### config.mk
export PLATFORM = sky130hd
export DESIGN_NAME = reg_dump_sequencer
export DESIGN_NICKNAME = d
export VERILOG_FILES = /design/src/rtl/reg_dump_sequencer.sv
export SDC_FILE = /design/constraint.sdc
export NUM_CORES = 1
export LEC_CHECK = 0
export BUFFER_PORTS_ARGS = -buffer_cell sky130_fd_sc_hd__buf_4
export CORE_UTILIZATION = 42
export DETAILED_ROUTE_END_ITERATION = 12
export GPL_ROUTABILITY_DRIVEN = 0
export PLACE_DENSITY = 0.62
export SYNTH_ARGS = -nofsm -noshare
export SYNTH_HDL_FRONTEND = slang
export SYNTH_SLANG_ARGS = --single-unit
### constraint.sdc
create_clock -name clk -period 2.5 [get_ports clk]
set_input_delay 0.5 -clock clk [delete_from_list [all_inputs] [get_ports clk]]
set_output_delay 0.5 -clock clk [all_outputs]
set_load 0.05 [all_outputs]
### src/rtl/reg_dump_sequencer.sv
// Register-file dump sequencer: walks every register address, captures each word and streams it
// LSB-first as bytes. Defining DUMP_CHECKSUM_EN appends one XOR checksum byte to each dump.

module reg_dump_sequencer #(
  parameter int REG_ADDRS_BITS = 5,
  parameter int PROC_BITS      = 32
) (
  input  logic                      clk,
  input  logic                      rst_n,
  input  logic                      i_start,
  input  logic                      i_abort,
  output logic                      o_busy,
  output logic [REG_ADDRS_BITS-1:0] o_reg_addr,
  input  logic [PROC_BITS-1:0]      i_reg_data,
  output logic [7:0]                o_byte,
  output logic                      o_byte_valid,
  input  logic                      i_byte_ready,
  output logic                      o_done
);

  localparam int BPW   = PROC_BITS / 8;
  localparam int IDX_W = (BPW > 1) ? $clog2(BPW) : 1;
  localparam logic [IDX_W-1:0]          LAST_IDX  = IDX_W'(BPW - 1);
  localparam logic [REG_ADDRS_BITS-1:0] LAST_ADDR = '1;

  typedef enum logic [2:0] {
    IDLE,
    WAIT,
    SEND,
`ifdef DUMP_CHECKSUM_EN
    CHK,
`endif
    DONE
  } state_t;

  state_t                    state_q, state_n;
  logic [REG_ADDRS_BITS-1:0] addr_q, addr_n;
  logic [PROC_BITS-1:0]      shift_q, shift_n;
  logic [IDX_W-1:0]          idx_q, idx_n;
  logic                      valid_q, valid_n;
  logic                      busy_q, busy_n;
  logic                      done_q, done_n;
  logic                      handshake;
`ifdef DUMP_CHECKSUM_EN
  logic [7:0]                csum_q, csum_n;
`endif

  assign handshake    = valid_q & i_byte_ready;
  assign o_busy       = busy_q;
  assign o_reg_addr   = addr_q;
  assign o_byte       = shift_q[7:0];
  assign o_byte_valid = valid_q;
  assign o_done       = done_q;

  // The low byte of the shift register is always the byte on offer.
  always_comb begin
    state_n = state_q;
    addr_n  = addr_q;
    shift_n = shift_q;
    idx_n   = idx_q;
`ifdef DUMP_CHECKSUM_EN
    csum_n  = csum_q;
`endif
    case (state_q)
      IDLE: begin
        if (i_start && !i_abort) begin
          state_n = WAIT;
          addr_n  = '0;
`ifdef DUMP_CHECKSUM_EN
          csum_n  = '0;
`endif
        end
      end
      WAIT: begin
        shift_n = i_reg_data;
        idx_n   = '0;
        state_n = SEND;
      end
      SEND: begin
        if (handshake) begin
`ifdef DUMP_CHECKSUM_EN
          csum_n = csum_q ^ shift_q[7:0];
`endif
          if (idx_q == LAST_IDX) begin
            if (addr_q == LAST_ADDR) begin
`ifdef DUMP_CHECKSUM_EN
              shift_n[7:0] = csum_q ^ shift_q[7:0];
              state_n      = CHK;
`else
              state_n      = DONE;
`endif
            end else begin
              addr_n  = addr_q + REG_ADDRS_BITS'(1);
              state_n = WAIT;
            end
          end else begin
            shift_n = shift_q >> 8;
            idx_n   = idx_q + IDX_W'(1);
          end
        end
      end
`ifdef DUMP_CHECKSUM_EN
      CHK: begin
        if (handshake) state_n = DONE;
      end
`endif
      DONE: begin
        state_n = IDLE;
        addr_n  = '0;
      end
      default: state_n = IDLE;
    endcase

    // Abort withdraws valid without a handshake and suppresses the done pulse.
    if (i_abort && state_q != IDLE) begin
      state_n = IDLE;
      addr_n  = '0;
    end

`ifdef DUMP_CHECKSUM_EN
    valid_n = (state_n == SEND) || (state_n == CHK);
`else
    valid_n = (state_n == SEND);
`endif
    busy_n = (state_n != IDLE);
    done_n = (state_n == DONE);
  end

  always_ff @(posedge clk or negedge rst_n) begin
    if (!rst_n) begin
      state_q <= IDLE;
      addr_q  <= '0;
      shift_q <= '0;
      idx_q   <= '0;
      valid_q <= 1'b0;
      busy_q  <= 1'b0;
      done_q  <= 1'b0;
`ifdef DUMP_CHECKSUM_EN
      csum_q  <= '0;
`endif
    end else begin
      state_q <= state_n;
      addr_q  <= addr_n;
      shift_q <= shift_n;
      idx_q   <= idx_n;
      valid_q <= valid_n;
      busy_q  <= busy_n;
      done_q  <= done_n;
`ifdef DUMP_CHECKSUM_EN
      csum_q  <= csum_n;
`endif
    end
  end

endmodule

==> results of run 1 <==
## state kept, by name (all words and copies together) (netlist names)
name and cells:
idx_q 2, o_busy 1, o_byte_valid 1, o_done 1, o_reg_addr 5, shift_q 32, state_q 3
## metal layers
layer | wire length [um] | share of wire, % | global-route usage [%] | vias up
li1 | - | - | - | 714
met1 | 1900 | 44 | 19.9 | 723
met2 | 2190 | 50 | 28.1 | 35
met3 | 216 | 4.9 | 4.76 | 6
met4 | 58 | 1.3 | 5.56 | 0
met5 | 0 | 0 | 0 | -
## how the worst min path moves through the flow
stage	from	endpoint	cells after the start
floorplan	rst_n	idx_q[0]$_DFFE_PN0P_	0
global placement	shift_q[8]$_DFFE_PN0P_	shift_q[8]$_DFFE_PN0P_	1
detailed placement	shift_q[22]$_DFFE_PN0P_	shift_q[22]$_DFFE_PN0P_	1
CTS	rst_n	state_q[1]$_DFF_PN0_	1
global route	rst_n	state_q[1]$_DFF_PN0_	1
finish	rst_n	state_q[0]$_DFF_PN0_	1
## power groups by stage
stage / clock network, mW / logic (mW) / registers, mW
after global placement: 0 / 0.395 / 0.943
after detailed placement: 0 / 0.408 / 0.949
after CTS: 0.437 / 0.409 / 0.937
after floorplan: 0 / 0.323 / 0.922
final: 0.418 / 0.402 / 0.937
after global routing: 0.472 / 0.430 / 0.957
## layout make-up
class	instances	area, um2	share of cell area [%]
Sequential cell	45	1130	41.2
Tap cell	70	87.6	3.20
Timing Repair Buffer	56	420	15.4
Inverter	2	7.51	0.275
Multi-Input combinational cell	107	1010	37.0
Clock buffer	8	80.1	2.93
## cells in the final DEF (no fill, tap or decap), types with 2 or more instances in the layout
| cell type | n |
|---|---|
| buf_4 | 56 |
| dfrtp_1 | 45 |
| mux2_2 | 36 |
| mux2_1 | 13 |
| a22o_1 | 9 |
| nor2_1 | 5 |
| clkbuf_8 | 5 |
| a21oi_1 | 3 |
| mux2i_1 | 3 |
| ha_1 | 3 |
| clkbuf_1 | 3 |
| nor3b_2 | 2 |
| nand3_1 | 2 |
| nor2b_1 | 2 |
| o2bb2ai_1 | 2 |
| inv_1 | 2 |
| o211a_1 | 2 |
| nor4_1 | 2 |
| a211o_1 | 2 |
## worst max-delay path: stages, from the launching register on
cell      delay [ns]
dfrtp_1         0.44
ha_1            0.23
and3_1          0.18
ha_1            0.16
nand4b_1        0.41
o211a_1         0.35
a211o_1         0.27
## cell families (layout without fill, tap and decap cells)
family	count (synthesis)	after routing
AO/OA/AOI/OAI	25	25
XOR/XNOR	1	1
adder cells (fa/ha/maj)	3	3
buffers and inverters	20	66
flip-flops	45	45
multiplexers	52	52
other	1	1
AND/OR/NAND/NOR	25	25
==> results.json, run 1 <==
{
  "antenna_cells": 0,
  "leakage_nw": 1.32,
  "worst_slack_ns": 0.350,
  "root_buffer": "clkbuf_8",
  "reg2reg_slack_ns": 0.35,
  "synth.distinct_cells": 41,
  "synthAdderAreaFrac_pct": 1.65,
  "yosysMostFrequentCell": "dfrtp_1",
  "fill_cells": 468,
  "wl_per_cell_um": 15.2,
  "synth_cells": 172,
  "grt_pass1_wl_um": 6870,
  "synth_top_family_by_area": "multiplexers",
  "yosysTopAreaCellShare_pct": 49.5,
  "port-buffer-count": 52,
  "seqPwrFrac_pct": 53.3,
  "synth_top_cell_by_area": "dfrtp_1",
  "placed_cells": 280,
  "synth_mux_area_share_pct": 25.5,
  "cts.sinks": 45,
  "rsz0062_at_grt": "no",
  "maxCapViolCount": 0,
  "syn_to_final_growth_pct": 20.1,
  "worstSetupStartpoint": "o_reg_addr[0]$_DFFE_PN0P_",
  "core_um2": 5170,
  "synth_enable_flop_cells": 0,
  "cts.htree.levels": 2,
  "synthXorXnorAreaFrac_pct": 0.385,
  "ctsHoldBuffers": 0,
  "ff2ff_path_depth": 6,
  "hold_ws_ns": 0.187,
  "synth_simple_gate_area_share_pct": 7.47,
  "combPwrFrac_pct": 22.9,
  "yosysWarnings": 0,
  "vias": 1478,
  "drive_gt1_share_pct": 46.8,
  "numCtsBuffers": 5,
  "worst-setup-path-type": "reg -> reg",
  "synthTopCellsByCount": "dfrtp_1, mux2_2, mux2_1",
  "grt_overflow": 0,
  "finalCriticalPeriod_ns": 2.15,
  "ios": 53,
  "p_switching_mw": 0.507,
  "startpoint_type": "register",
  "fin_util_pct": 52.9,
  "drtIter0Drc": 31,
  "cts_tree": "built",
  "max-vdd-ir-drop_v": 0.000333,
  "hp-class": "in -> async",
  "die_area_um2": 5720,
  "syn_area_per_cell_um2": 13.2,
  "pre_cts_slack_ns": 0.362,
  "clk-insertion-delay-late_ns": 0.29,
  "wl_um": 4370,
  "cts_setup_buffers": 0,
  "status": "completed",
  "finClkSkew_ns": 0.0109,
  "clockBufferDepth": 2,
  "final_cells": 288,
  "endpoint": "o_reg_addr[2]$_DFFE_PN0P_",
  "worstSetupEndpointType": "register",
  "max_freq_mhz": 465,
  "grtUsageTotal_pct": 16.4,
  "dpl_cell_area_um2": 2650,
  "r2r_end": "o_reg_addr[2]$_DFFE_PN0P_",
  "p_int_mw": 1.25,
  "final_nets": 257,
  "arrival_ns": 2.33,
  "total_power_mw": 1.76,
  "fin_area_um2": 2730,
  "die_w_um": 75.6,
  "worst-path-max-fanout": 8,
  "swShare_pct": 28.8,
  "via_per_inst": 5.13,
  "clkSlewWorstSetupHoldPaths_ns": 0.08,
  "grt_max_degree": 46,
  "r2r-start": "o_reg_addr[0]$_DFFE_PN0P_",
  "worst-slew-pin-transition_ns": 0.720,
  "hold_viol": 0,
  "period_share_pct": 86.0,
  "drcViolationCount": 0,
  "syn_nets": 212,
  "synth_compound_area_share_pct": 9.01,
  "row_count": 26,
  "dp_hpwl_um": 3240,
  "drtPass1Iterations": 4,
  "crit_required_ns": 2.68,
  "setup_tns_ns": 0,
  "yosysSeqAreaShare_pct": 49.5,
  "clkPwrFrac_pct": 23.8,
  "detail-route-antenna-nets": 0,
  "synth-async-reset-ratio_pct": 100,
  "p_per_area_nw_per_um2": 643,
  "synth-seq-cells": 45,
  "start_util_pct": 44.0,
  "ys.flop_type": "dfrtp_1",
  "cts-resized-gates": 0,
  "synth_area_um2": 2280,
  "finalSetupViolCount": 0,
  "grt_pass1_vias": 1477,
  "relSlewSlack_pct": 51.4,
  "slew_violations": 0,
  "synth_area_leaders": "dfrtp_1, mux2_2, mux2_1, a22o_1, buf_4",
  "antenna_found_initial": 0,
  "dieHeight_um": 75.6
}
Note: power is estimated with default switching activity, not from simulation.
==> run 2: changes to the inputs <==
--- a/config.mk
+++ b/config.mk
@@ -6,6 +6,7 @@
 export NUM_CORES = 1
 export LEC_CHECK = 0
 export BUFFER_PORTS_ARGS = -buffer_cell sky130_fd_sc_hd__buf_4
+export CORE_ASPECT_RATIO = 1.5
 export CORE_UTILIZATION = 42
 export DETAILED_ROUTE_END_ITERATION = 12
 export GPL_ROUTABILITY_DRIVEN = 0
==> run 2 against run 1 <==
Effect of this change:
- register-to-register slack got worse by 0.02 ns
- clock skew decreased by 0.0056 ns
- highest routed layer unchanged
- utilization increased by 1.1 points
- cell count decreased by 0.69%
==> results.json, run 2 (synthesis gave the netlist of run 1 again) <==
{
  "die_w_um": 62.1,
  "total_power_mw": 1.99,
  "core_um2": 5160,
  "worst-path-max-fanout": 8,
  "fill_cells": 437,
  "ctsHoldBuffers": 0,
  "finalSetupViolCount": 0,
  "row_count": 32,
  "hold_ws_ns": 0.179,
  "drtPass1Iterations": 4,
  "fin_util_pct": 54.0,
  "largest_register": "shift_q",
  "dpl_cell_area_um2": 2650,
  "ff_latch_area_um2": 1130,
  "worst-slew-pin-transition_ns": 0.657,
  "final_cell_mix": "buf_4, dfrtp_1, mux2_2",
  "detail-route-antenna-nets": 0,
  "max_freq_mhz": 461,
  "syn_to_final_growth_pct": 22.5,
  "cts_setup_buffers": 0,
  "antenna_cells": 0,
  "grt_pass1_wl_um": 7400,
  "root_buffer": "clkbuf_8",
  "grt_overflow": 0,
  "crit_required_ns": 2.70,
  "maxCapViolCount": 0,
  "start_util_pct": 44.1,
  "reg2reg_slack_ns": 0.33,
  "worstSetupEndpointType": "register",
  "leakage_nw": 1.34,
  "p_switching_mw": 0.541,
  "clkSlewWorstSetupHoldPaths_ns": 0.09,
  "grt_pass1_vias": 1565,
  "max-vdd-ir-drop_v": 0.000580,
  "relSlewSlack_pct": 55.6,
  "drtIter0Drc": 78,
  "wl_per_cell_um": 15.2,
  "hp-class": "in -> async",
  "ff2ff_path_depth": 6,
  "clockBufferDepth": 2,
  "fin_area_um2": 2790,
  "status": "completed",
  "slew_violations": 0,
  "drcViolationCount": 0,
  "dieHeight_um": 92.2,
  "p_per_area_nw_per_um2": 715,
  "combPwrFrac_pct": 20.1,
  "hold_viol": 0,
  "dp_hpwl_um": 3180,
  "period_share_pct": 86.7,
  "antenna_found_initial": 0,
  "finClkSkew_ns": 0.00530,
  "largest_reg_flops": 32,
  "drive_gt1_share_pct": 48.2,
  "cts-resized-gates": 0,
  "grtUsageTotal_pct": 16.6,
  "finalCriticalPeriod_ns": 2.17,
  "r2r-start": "o_reg_addr[0]$_DFFE_PN0P_",
  "worst-setup-path-type": "reg -> reg",
  "die_area_um2": 5730,
  "rsz0062_at_grt": "no",
  "via_per_inst": 5.11,
  "cts_tree": "built",
  "clkPwrFrac_pct": 33.1,
  "wl_um": 4340,
  "arrival_ns": 2.36,
  "r2r_end": "o_reg_addr[3]$_DFFE_PN0P_",
  "swShare_pct": 27.1,
  "startpoint_type": "register",
  "grt_max_degree": 46,
  "setup_tns_ns": 0,
  "ios": 53,
  "port-buffer-count": 52,
  "seqPwrFrac_pct": 46.8,
  "final_nets": 257,
  "final_common_cell": "buf_4",
  "clk-insertion-delay-late_ns": 0.30,
  "p_int_mw": 1.45,
  "cts.sinks": 45,
  "vias": 1461,
  "numCtsBuffers": 5,
  "multi_input_area_um2": 1010,
  "cts.htree.levels": 2
}
[run 2: routing by layer]
layer | up-vias | part of all wire (%) | wire length [um] | global-route usage [%]
met1 | 704 | 42 | 1830 | 20.0
met3 | 5 | 4.5 | 196 | 4.23
li1 | 712 | - | - | -
met2 | 40 | 52 | 2250 | 28.6
met4 | 0 | 1.6 | 68 | 6.01
met5 | - | 0 | 0 | 0
[run 2: power groups by stage]
stage                     Combinational, mW  Sequential, mW  Clock, mW
after floorplan                       0.323           0.922          0
after global placement                0.398           0.940          0
after detailed placement              0.407           0.948          0
after CTS                             0.410           0.935      0.676
after global routing                  0.431           0.952      0.703
final                                 0.402           0.933      0.660
[run 2: final cells by class]
type | count | area share, %
multi-input combinational | 107 | 36.3
sequential | 45 | 40.4
clock inverter | 3 | 2.47
timing repair buffer | 56 | 15.1
clock buffer | 5 | 2.47
tap | 68 | 3.05
inverter | 2 | 0.269
[run 2: how the worst max path moves through the flow]
stage | slack [ns] | start | to
2_1_floorplan | 0.26 | o_reg_addr[0]$_DFFE_PN0P_ | o_reg_addr[3]$_DFFE_PN0P_
3_3_place_gp | 0.45 | o_reg_addr[0]$_DFFE_PN0P_ | o_reg_addr[3]$_DFFE_PN0P_
3_5_place_dp | 0.32 | o_reg_addr[0]$_DFFE_PN0P_ | o_reg_addr[3]$_DFFE_PN0P_
4_1_cts | 0.30 | o_reg_addr[0]$_DFFE_PN0P_ | o_reg_addr[3]$_DFFE_PN0P_
5_1_grt | 0.17 | o_reg_addr[0]$_DFFE_PN0P_ | o_reg_addr[3]$_DFFE_PN0P_
6_report | 0.33 | o_reg_addr[0]$_DFFE_PN0P_ | o_reg_addr[3]$_DFFE_PN0P_
[run 2: per-stage QoR]
| step | std cells | worst slack (ns) |
|---|---|---|
| floorplan | 172 | 0.256 |
| global placement | 278 | 0.447 |
| detailed placement | 278 | 0.323 |
| CTS | 286 | 0.302 |
| global route | 286 | 0.172 |
| finish | 286 | 0.333 |
[run 2: worst max-delay path, cell delays in order (launching register included)]
cell and delay, ns:
dfrtp_1 0.44, ha_1 0.23, and3_1 0.18, ha_1 0.18
nand4b_1 0.42, o211a_1 0.35, a211o_1 0.26
